### src/rtl/csr_pkg.sv
// -----------------------------------------------------------------------------
// csr_pkg
// Shared types and constants for the machine-mode CSR unit (csr_unit).
//   csr_addrs_e  : implemented CSR addresses (mcycle only decoded when the
//                  CSR_MCYCLE_EN build macro is defined)
//   csr_mcause_e : exception / interrupt cause encodings
//   mstatus_t    : mstatus field layout
//   csr_op_e     : CSR access operation
//   csr_state_e  : request/response FSM states
//   MisaValue, MieMask, MstatusWMask : fixed CSR values and writable masks
//   mtvec_warl() : legalises a write to mtvec
// -----------------------------------------------------------------------------
package csr_pkg;

  typedef enum logic [11:0] {
    CSRmstatus  = 12'h300,
    CSRmisa     = 12'h301,
    CSRmie      = 12'h304,
    CSRmtvec    = 12'h305,
    CSRmstatush = 12'h310,
    CSRmscratch = 12'h340,
    CSRmepc     = 12'h341,
    CSRmcause   = 12'h342,
    CSRmtval    = 12'h343,
    CSRmip      = 12'h344,
    CSRmcycle   = 12'hB00,
    CSRmhartid  = 12'hF14
  } csr_addrs_e;

  typedef enum logic [63:0] {
    InstrAddrMisaligned = 64'd0,
    InstrAccessFault    = 64'd1,
    IllegalInstr        = 64'd2,
    Breakpoint          = 64'd3,
    LoadAddrMisaligned  = 64'd4,
    LoadAccessFault     = 64'd5,
    StoreAddrMisaligned = 64'd6,
    StoreAccessFault    = 64'd7,
    EcallU              = 64'd8,
    EcallM              = 64'd11,
    MSoftInt            = 64'h8000_0000_0000_0003,
    MTimerInt           = 64'h8000_0000_0000_0007,
    MExtInt             = 64'h8000_0000_0000_000B
  } csr_mcause_e;

  typedef struct packed {
    logic [50:0] rsvd_hi;   // [63:13]
    logic [1:0]  mpp;       // [12:11]
    logic [2:0]  rsvd_mid;  // [10:8]
    logic        mpie;      // [7]
    logic [2:0]  rsvd_lo;   // [6:4]
    logic        mie;       // [3]
    logic [2:0]  rsvd_0;    // [2:0]
  } mstatus_t;

  typedef enum logic [1:0] {
    CsrIllegal = 2'b00,
    CsrRW      = 2'b01,
    CsrRS      = 2'b10,
    CsrRC      = 2'b11
  } csr_op_e;

  typedef enum logic {
    StIdle = 1'b0,
    StResp = 1'b1
  } csr_state_e;

  localparam logic [63:0] MisaValue    = 64'h8000_0000_0000_0100;
  localparam logic [63:0] MieMask      = 64'h0000_0000_0000_0888;
  localparam logic [63:0] MstatusWMask = 64'h0000_0000_0000_0088;

  // Modes 2 and 3 are reserved: such a write keeps the previous mode while
  // still updating the base.
  function automatic logic [63:0] mtvec_warl(input logic [63:0] cur,
                                             input logic [63:0] nv);
    logic [1:0] mode;
    if (nv[1]) begin
      mode = cur[1:0];
    end else begin
      mode = nv[1:0];
    end
    return {nv[63:2], mode};
  endfunction

endpackage

### src/rtl/csr_counter.sv
// -----------------------------------------------------------------------------
// csr_counter
// 64-bit free-running cycle counter with a write port. A write takes priority
// over the increment in the same cycle; the count wraps at 2^64.
// Ports:
//   clk    in  : clock
//   rst_n  in  : asynchronous active-low reset (count -> 0)
//   we     in  : load wdata this cycle
//   wdata  in  : load value
//   count  out : current count (registered)
// Only instantiated by csr_unit when CSR_MCYCLE_EN is defined.
// -----------------------------------------------------------------------------
module csr_counter (
  input  logic        clk,
  input  logic        rst_n,
  input  logic        we,
  input  logic [63:0] wdata,
  output logic [63:0] count
);

  logic [63:0] count_r;

  // Counter register: load has priority over increment.
  always_ff @(posedge clk or negedge rst_n) begin
    if (!rst_n) begin
      count_r <= 64'd0;
    end else if (we) begin
      count_r <= wdata;
    end else begin
      count_r <= count_r + 64'd1;
    end
  end

  assign count = count_r;

endmodule

### src/rtl/csr_unit.sv
// -----------------------------------------------------------------------------
// csr_unit
// Machine-mode CSR responder and trap sequencer for the RV64 core.
// Build option: CSR_MCYCLE_EN -- when defined, mcycle (12'hB00) is implemented
// by a csr_counter instance; otherwise 12'hB00 decodes as an unknown address.
// Parameters: HartId (mhartid value), ResetMtvec (mtvec reset value).
// Ports:
//   clk_i, rst_ni                      : clock, async active-low reset
//   req_valid_i/req_ready_o            : CSR request handshake
//   req_op_i, req_addr_i, req_wdata_i  : operation, address, operand
//   req_wen_i                          : 0 suppresses RS/RC write
//   rsp_valid_o/rsp_ready_i            : response handshake
//   rsp_rdata_o, rsp_illegal_o         : old value, illegal-access flag
//   trap_valid_i, trap_cause_i,
//   trap_pc_i, trap_tval_i             : trap entry
//   mret_i                             : return from trap
//   irq_msip_i, irq_mtip_i, irq_meip_i : interrupt lines
//   irq_take_o                         : enabled interrupt pending
//   redirect_valid_o, redirect_pc_o    : one-cycle fetch redirect
// -----------------------------------------------------------------------------
module csr_unit
  import csr_pkg::*;
#(
  parameter logic [63:0] HartId     = 64'd0,
  parameter logic [63:0] ResetMtvec = 64'd0
) (
  input  logic        clk_i,
  input  logic        rst_ni,
  input  logic        req_valid_i,
  output logic        req_ready_o,
  input  logic [1:0]  req_op_i,
  input  logic [11:0] req_addr_i,
  input  logic [63:0] req_wdata_i,
  input  logic        req_wen_i,
  output logic        rsp_valid_o,
  input  logic        rsp_ready_i,
  output logic [63:0] rsp_rdata_o,
  output logic        rsp_illegal_o,
  input  logic        trap_valid_i,
  input  logic [63:0] trap_cause_i,
  input  logic [63:0] trap_pc_i,
  input  logic [63:0] trap_tval_i,
  input  logic        mret_i,
  input  logic        irq_msip_i,
  input  logic        irq_mtip_i,
  input  logic        irq_meip_i,
  output logic        irq_take_o,
  output logic        redirect_valid_o,
  output logic [63:0] redirect_pc_o
);

  csr_state_e  state_r, state_d;
  csr_addrs_e  addr_s;
  csr_op_e     op_s;
  mstatus_t    mstatus_s;

  logic        st_mie_r, st_mpie_r;
  logic [63:0] mie_r, mtvec_r, mscratch_r, mepc_r, mcause_r, mtval_r;
  logic [63:0] mip_s, old_s, new_s, trap_target_s, redirect_pc_s;
  logic        known_s, write_s, illegal_s, accept_s, commit_s;

  logic        rsp_valid_r, rsp_illegal_r, redirect_valid_r;
  logic [63:0] rsp_rdata_r, redirect_pc_r;

`ifdef CSR_MCYCLE_EN
  logic [63:0] mcycle_s;
`endif

  assign addr_s = csr_addrs_e'(req_addr_i);
  assign op_s   = csr_op_e'(req_op_i);

  assign mip_s = {52'd0, irq_meip_i, 3'd0, irq_mtip_i, 3'd0, irq_msip_i, 3'd0};

  // Architectural view of mstatus: only mie/mpie are stored, mpp is fixed M.
  always_comb begin
    mstatus_s      = '0;
    mstatus_s.mpp  = 2'b11;
    mstatus_s.mie  = st_mie_r;
    mstatus_s.mpie = st_mpie_r;
  end

  // Read mux: current value of the addressed CSR and whether it exists.
  always_comb begin
    old_s   = 64'd0;
    known_s = 1'b1;
    case (addr_s)
      CSRmstatus:  old_s = mstatus_s;
      CSRmisa:     old_s = MisaValue;
      CSRmie:      old_s = mie_r;
      CSRmtvec:    old_s = mtvec_r;
      CSRmstatush: old_s = 64'd0;
      CSRmscratch: old_s = mscratch_r;
      CSRmepc:     old_s = mepc_r;
      CSRmcause:   old_s = mcause_r;
      CSRmtval:    old_s = mtval_r;
      CSRmip:      old_s = mip_s;
      CSRmhartid:  old_s = HartId;
`ifdef CSR_MCYCLE_EN
      CSRmcycle:   old_s = mcycle_s;
`endif
      default:     known_s = 1'b0;
    endcase
  end

  // Read-modify-write value for the requested operation.
  always_comb begin
    new_s = old_s;
    case (op_s)
      CsrRW:   new_s = req_wdata_i;
      CsrRS:   new_s = old_s | req_wdata_i;
      CsrRC:   new_s = old_s & ~req_wdata_i;
      default: new_s = old_s;
    endcase
  end

  // RW always writes; RS/RC write only with a non-x0 source (req_wen_i).
  assign write_s   = (op_s == CsrRW) | req_wen_i;
  assign illegal_s = ~known_s | (op_s == CsrIllegal) |
                     (write_s & (req_addr_i[11:10] == 2'b11));

  // Trap and mret cycles block acceptance, so commits never race trap updates.
  assign req_ready_o = (state_r == StIdle) & ~trap_valid_i & ~mret_i;
  assign accept_s    = req_valid_i & req_ready_o;
  assign commit_s    = accept_s & ~illegal_s & write_s;

  // Trap vector: vectored mode offsets interrupts by 4*cause.
  always_comb begin
    trap_target_s = {mtvec_r[63:2], 2'b00};
    if ((mtvec_r[1:0] == 2'b01) && trap_cause_i[63]) begin
      trap_target_s = {mtvec_r[63:2], 2'b00} + {56'd0, trap_cause_i[5:0], 2'b00};
    end else begin
      trap_target_s = {mtvec_r[63:2], 2'b00};
    end
  end

  // Redirect target selection: trap wins over a same-cycle mret.
  always_comb begin
    redirect_pc_s = redirect_pc_r;
    if (trap_valid_i) begin
      redirect_pc_s = trap_target_s;
    end else if (mret_i) begin
      redirect_pc_s = mepc_r;
    end else begin
      redirect_pc_s = redirect_pc_r;
    end
  end

  // FSM next state: a trap abandons a pending response.
  always_comb begin
    state_d = state_r;
    case (state_r)
      StIdle: begin
        if (accept_s) begin
          state_d = StResp;
        end else begin
          state_d = StIdle;
        end
      end
      StResp: begin
        if (trap_valid_i || rsp_ready_i) begin
          state_d = StIdle;
        end else begin
          state_d = StResp;
        end
      end
      default: state_d = StIdle;
    endcase
  end

  // FSM state and registered response / redirect outputs.
  always_ff @(posedge clk_i or negedge rst_ni) begin
    if (!rst_ni) begin
      state_r          <= StIdle;
      rsp_valid_r      <= 1'b0;
      rsp_rdata_r      <= 64'd0;
      rsp_illegal_r    <= 1'b0;
      redirect_valid_r <= 1'b0;
      redirect_pc_r    <= 64'd0;
    end else begin
      state_r          <= state_d;
      rsp_valid_r      <= (state_d == StResp);
      redirect_valid_r <= trap_valid_i | mret_i;
      redirect_pc_r    <= redirect_pc_s;
      if (accept_s) begin
        rsp_rdata_r   <= illegal_s ? 64'd0 : old_s;
        rsp_illegal_r <= illegal_s;
      end
    end
  end

  // CSR storage: trap, then mret, then software writes.
  always_ff @(posedge clk_i or negedge rst_ni) begin
    if (!rst_ni) begin
      st_mie_r   <= 1'b0;
      st_mpie_r  <= 1'b0;
      mie_r      <= 64'd0;
      mtvec_r    <= ResetMtvec;
      mscratch_r <= 64'd0;
      mepc_r     <= 64'd0;
      mcause_r   <= 64'd0;
      mtval_r    <= 64'd0;
    end else if (trap_valid_i) begin
      mepc_r    <= {trap_pc_i[63:2], 2'b00};
      mcause_r  <= trap_cause_i;
      mtval_r   <= trap_tval_i;
      st_mpie_r <= st_mie_r;
      st_mie_r  <= 1'b0;
    end else if (mret_i) begin
      st_mie_r  <= st_mpie_r;
      st_mpie_r <= 1'b1;
    end else if (commit_s) begin
      case (addr_s)
        CSRmstatus: begin
          st_mie_r  <= new_s[3] & MstatusWMask[3];
          st_mpie_r <= new_s[7] & MstatusWMask[7];
        end
        CSRmie:      mie_r      <= new_s & MieMask;
        CSRmtvec:    mtvec_r    <= mtvec_warl(mtvec_r, new_s);
        CSRmscratch: mscratch_r <= new_s;
        CSRmepc:     mepc_r     <= {new_s[63:2], 2'b00};
        CSRmcause:   mcause_r   <= new_s;
        CSRmtval:    mtval_r    <= new_s;
        default:     ;
      endcase
    end
  end

`ifdef CSR_MCYCLE_EN
  csr_counter u_mcycle (
    .clk   (clk_i),
    .rst_n (rst_ni),
    .we    (commit_s && (addr_s == CSRmcycle)),
    .wdata (new_s),
    .count (mcycle_s)
  );
`endif

  assign irq_take_o       = st_mie_r & |(mie_r & mip_s);
  assign rsp_valid_o      = rsp_valid_r;
  assign rsp_rdata_o      = rsp_rdata_r;
  assign rsp_illegal_o    = rsp_illegal_r;
  assign redirect_valid_o = redirect_valid_r;
  assign redirect_pc_o    = redirect_pc_r;

endmodule

### config.mk
export PLATFORM = sky130hd
export DESIGN_NAME = csr_unit
export DESIGN_NICKNAME = d
export VERILOG_FILES = /design/src/rtl/csr_pkg.sv /design/src/rtl/csr_counter.sv /design/src/rtl/csr_unit.sv
export SDC_FILE = /design/constraint.sdc
export NUM_CORES = 1
export LEC_CHECK = 0
export CORE_AREA = 8 8 257 197
export CTS_CLUSTER_DIAMETER = 50
export DETAILED_ROUTE_END_ITERATION = 10
export DIE_AREA = 0 0 265 205
export PLACE_DENSITY_LB_ADDON = 0.05
export SYNTH_ARGS = -nofsm -noshare
export SYNTH_HDL_FRONTEND = slang
export SYNTH_SLANG_ARGS = --single-unit
### constraint.sdc
create_clock -name clk_i -period 3.4 [get_ports clk_i]
set_input_delay 0.68 -clock clk_i [delete_from_list [all_inputs] [get_ports clk_i]]
set_output_delay 0.68 -clock clk_i [all_outputs]
set_load 0.005 [all_outputs]
* Word level (Yosys, flattened, before mapping)
Cells that the tools add are included.
W data, S select, Z words.
** Storage, ports and cells
- Input bits :: 280
- Output and inout bits :: 133
- Register bits after elaboration :: 455
- Word-level logic and storage cells :: 102
** Operators by class
- Equality and inequality tests :: 16
- Reductions and logical operators :: 20
- Bitwise gates (word level) :: 21
- Add/sub/neg operators :: 1
- Multiplexer cells :: 30
** Operators by type and width (number)
- $mux W64 :: 16
- $pmux W64 S9 :: 1
- $pmux W64 S3 :: 1
- $eq A12 B10 Y1 const B :: 10
- $add A64 B8 Y64 :: 1
- $and A64 B64 Y64 :: 1
- $not A64 Y64 :: 1
- $or A64 B64 Y64 :: 1
- $reduce_or A64 Y1 :: 1
- $and A12 B12 Y12 :: 1
- $eq A12 B12 Y1 const B :: 1
- $reduce_and A4 Y1 :: 3
- $mux W1 :: 11
- $reduce_or A11 Y1 :: 1
- $reduce_bool A2 Y1 :: 5
- $reduce_and A3 Y1 :: 3
- $and A1 B1 Y1 :: 7
- $eq A2 B2 Y1 const B :: 3
- $not A1 Y1 :: 6
- $reduce_bool A3 Y1 :: 2
- $reduce_and A5 Y1 :: 1
- $or A1 B1 Y1 :: 4
- $eq A2 B1 Y1 const B :: 1
- $logic_not A2 Y1 :: 1
- other kinds (5) :: 5

* Logic depth before layout (Yosys ltp)
- Depth after elaboration :: 12
- Gate-level depth with buffers :: 10

* Worst setup path before layout
OpenSTA, ideal clock, no wires.
- Path type :: input -> register
- Start point :: input port trap_cause_i[0]
- End point :: register redirect_pc_r[28], in the netlist redirect_pc_o[28]
- Arrival :: 2.638 ns
- Cell stages on the path :: 10
- Required time :: 3.318 ns
- Path slack :: 0.680 ns
- Library setup time :: 0.082 ns
- Cell sequence :: ha_1 -> inv_1 -> fa_1 -> nor2b_1 -> o31a_1 -> buf_2 -> o2111ai_1 -> clkbuf_1 -> or4_1 -> a31oi_1
** Between the ends
- Word-level cells in the longest chain between the ends :: 3
** Ends and longest elaborated chain
- from (decl) :: RTL line csr_unit.sv:40 : input logic [63:0] trap_cause_i,
- $add A64 B8 Y64 :: RTL line csr_unit.sv:130 : trap_target_s = {mtvec_r[63:2], 2'b00} + {56'd0, trap_cause_i[5:0], 2'b00};
- $mux W64 :: RTL line csr_unit.sv:129 : if ((mtvec_r[1:0] == 2'b01) && trap_cause_i[63]) begin
- $mux W64 :: RTL line csr_unit.sv:139 : if (trap_valid_i) begin
- to (signal assigned) :: RTL line csr_unit.sv:183 : redirect_pc_r <= redirect_pc_s;
- to (decl) :: RTL line csr_unit.sv:63 : logic [63:0] rsp_rdata_r, redirect_pc_r;
Every way passes these cells.
A chain may end at the register's enable or synchronous reset.

* Final worst setup path
- Start point :: input port trap_cause_i[0]
- End point :: register redirect_pc_r[32], in the netlist redirect_pc_o[32]
The elaborated chain is that of the path after synthesis.

==> qor.txt <==
status = complete, no violations
r2r startpoint = mtvec_r[2]$_DFFE_PN0P_
TritonCTS Sinks = 451
Synth Area in Adders = 0.375%
I/O Buffers = 408
power per cell area = 409 nW/um^2
most common library cell in the layout ignoring fill and taps = nand2_1
GRT Total Usage = 34.6%
most frequent cells in the layout = nand2_1 (470), dfrtp_1 (451), clkdlybuf4s50_1 (401)
largest net degree at the start of global routing = 157
register area share after synthesis = 44.6%
Core Box Area = 46600 um^2
total power draw = 13.1 mW
Hold Vio Cnt, Final = 0
depth of the CTS H-tree = 2
Synth area leaders = dfrtp_1 (45%), nand2_1 (7.0%), nand3_1 (4.2%)
total wire length = 96600 um
r2r worst-path depth = 9
simple-gate share of the synthesized area = 18.0%
Top FF cell, synth = dfrtp_1
Post-CTS Hold Fix Bufs = 1
initial antenna violation count = 11
detailed placement HPWL = 67600 um
reg-to-reg endpoint = redirect_pc_o[32]$_DFFE_PN0P_
Setup Fix Bufs, Post-CTS = 0
unrepaired setup endpoints after global routing = no
CTS tree = yes
io pins = 413
synth-to-layout area growth = 26.5%
vias in the first global route = 24200
synthesis-stage register bit count = 451
achievable clock frequency = 345 MHz
Vias = 24400
Cell Rows = 69
CP max-delay cell = clkdlybuf4s50_1
share of post-route cells with drive strength above 1 = 11.9%
compound-gate portion of the synthesized area = 23.1%
Startpoint Class = input pin
Core Util, Final = 68.7%
GRT overflow = 0
reg2reg setup slack = 0.67 ns
worst-skew pair later-pin latency = 0.60 ns
Yosys cell types = 81
Critical Path Sink Type = register
Critical Path RT = 3.91 ns
Nets = 3364
Avg Cell Area, Syn = 9.25 um^2
Yosys warning count = 0
die area = 54300 um^2
wire length per cell = 25.9 um
Int Pwr = 9.60 mW
sequential power share = 44.3%
Clk pwr share = 41.0%
Post-synth EDFFs = 0
Detailed Routing Iterations Pass 1 = 5
Slew headroom = 16.5%
number of remaining DRC errors = 0
mux cell area share after synthesis = 6.35%
cell taking the most area after synthesis = dfrtp_1
drt initial violations = 2656
VDD IR max = 0.535 mV
largest family of logic cells by synthesized area = compound AO/OA/AOI/OAI gates
cts repair resizes = 0
Leakage Power = 12.9 nW
Hold Path Class = in -> reg
P_sw = 3.51 mW
max-slew violation count = 0
CTS Buf Count = 50
Critical Path Start = trap_cause_i[0]
Clock Tree Buf Depth = 3
termination of the worst setup path = redirect_pc_o[32]$_DFFE_PN0P_
Cells after Synth = 2737
Async SR Flop Fraction = 100%
initial core utilization = 54.3%
Finished Layout Cells = 3722
ANT nets after route = 0
Final setup violation count = 0
switching share of power = 26.8%
placed cell count = 3627
HP Start = trap_valid_i
Worst-Margin Slew = 1.24 ns
# fillers = 3720
XOR/XNOR Fraction of Synth Area = 2.66%
Worst EP arrival = 3.41 ns
RD Place Congestion = 0.935
first-pass GRT wire length = 147000 um
vias per inst = 6.55
Period minus WS final = 2.90 ns
Synth top area share = 44.6%
crit-path cells = clkdlybuf4s50_1, ha_1, inv_1, fa_1, nor2b_1, o31a_1, o2111ai_1, buf_4, or4_1, a31oi_1
CTS root buffer = clkbuf_16
Syn Std Cell Area = 25300 um^2
kind of critical path = in -> reg
Die Wd = 265 um
Crit Path Max Fanout = 12
Clock Pin Slew Worst Setup and Hold Paths = 0.06 ns
critical path's largest stage delay = 0.50 ns
Clock Skew = 0.0192 ns
Final Cycle Share = 85.4%
combinational power share = 14.6%
Chip Height = 205 um
Max Cap Violations = 0
final cells by class:
type                    instances  area [um^2]  share of cell area, %
flip-flops and latches        451        11300                   35.2
multi-input cells            1994        12900                   40.2
clock inverters                16          163                  0.508
well taps                     603          754                   2.36
repair buffers                534         5330                   16.6
clock buffers                  71         1420                   4.44
diodes                          7         17.5                 0.0547
inverters                      46          178                  0.555
layer usage:
| metal | track usage (%) | up-vias | share of wire (%) |
|---|---|---|---|
| li1 | - | 10800 | - |
| met1 | 47.4 | 12100 | 41 |
| met2 | 54.2 | 1290 | 46 |
| met3 | 6.63 | 227 | 9.2 |
| met4 | 13.5 | 10 | 3.6 |
| met5 | 0 | - | 0.064 |
cells by family (layout without fill, tap and decap cells):
kind of cell | Yosys count | in the layout
adder cells (fa/ha/maj) | 7 | 7
other | 1 | 9
flip-flops | 451 | 451
AND/OR/NAND/NOR | 954 | 954
multiplexers | 150 | 150
buffers and inverters | 293 | 667
XOR/XNOR | 77 | 77
AO/OA/AOI/OAI | 804 | 804
worst max-delay path: cells and delay by family:
family / cells / cell delay, ns
compound gates: 3 / 0.66
fa+ha+maj: 2 / 0.58
buf+inv: 3 / 0.81
simple gates: 2 / 0.67
Yosys cell counts (all sizes together), types with 7 or more instances:
cell and n:
a211oi 53, a21oi 36, a22o 60, a22oi 55, a31oi 37, a32o 7, a32oi 22, and2 13
and3 10, buf 99, clkbuf 148, dfrtp 451, inv 45, mux2 75, mux2i 74, nand2 471
nand2b 8, nand3 212, nand4 40, nor2 46, nor2b 52, nor3 29, nor4 7, nor4b 7
o2111ai 9, o211ai 176, o21ai 222, o22a 17, o22ai 15, o31ai 30, o32ai 37, or3 13
or4 21, xnor2 71
worst min-delay path by stage:
stage / end / slack, ns / depth (start not counted)
final: redirect_pc_o[51]$_DFFE_PN0P_ / 0.41 / 2
after detailed placement: rsp_rdata_o[1]$_DFFE_PN0P_ / 0.46 / 2
after CTS: redirect_pc_o[51]$_DFFE_PN0P_ / 0.39 / 2
after global routing: redirect_pc_o[43]$_DFFE_PN0P_ / 0.42 / 2
after global placement: rsp_rdata_o[1]$_DFFE_PN0P_ / 0.46 / 2
after floorplan: mcause_r[0]$_DFFE_PN0P_ / 0.38 / 0
through the flow:
step                cell area, um^2  setup TNS [ns]  hold slack, ns  setup slack [ns]
detailed placement            30400         -0.0508           0.460           -0.0275
CTS                           32000               0           0.393             0.569
global placement              30400               0           0.458           0.00276
finish                        32000               0           0.411             0.498
floorplan                     25300               0           0.384             0.680
global route                  32000               0           0.424             0.440
power groups by stage:
| stage | clock network (mW) | registers [mW] | logic [mW] |
|---|---|---|---|
| detailed placement | 0 | 5.90 | 1.89 |
| finish | 5.38 | 5.81 | 1.92 |
| CTS | 5.41 | 5.80 | 1.90 |
| global placement | 0 | 5.88 | 1.85 |
| floorplan | 0 | 5.83 | 0.967 |
| global route | 5.62 | 5.83 | 2.06 |
registers in the layout, indices dropped and copies added (netlist names):
register and cells:
mcause_r 64, mepc_r 62, mie_r 3, mscratch_r 64
mtval_r 64, mtvec_r 63, redirect_pc_o 62, redirect_valid_o 1
rsp_illegal_o 1, rsp_rdata_o 64, rsp_valid_o 1, st_mie_r 1
st_mpie_r 1
Note: power is estimated with default switching activity, not from simulation.
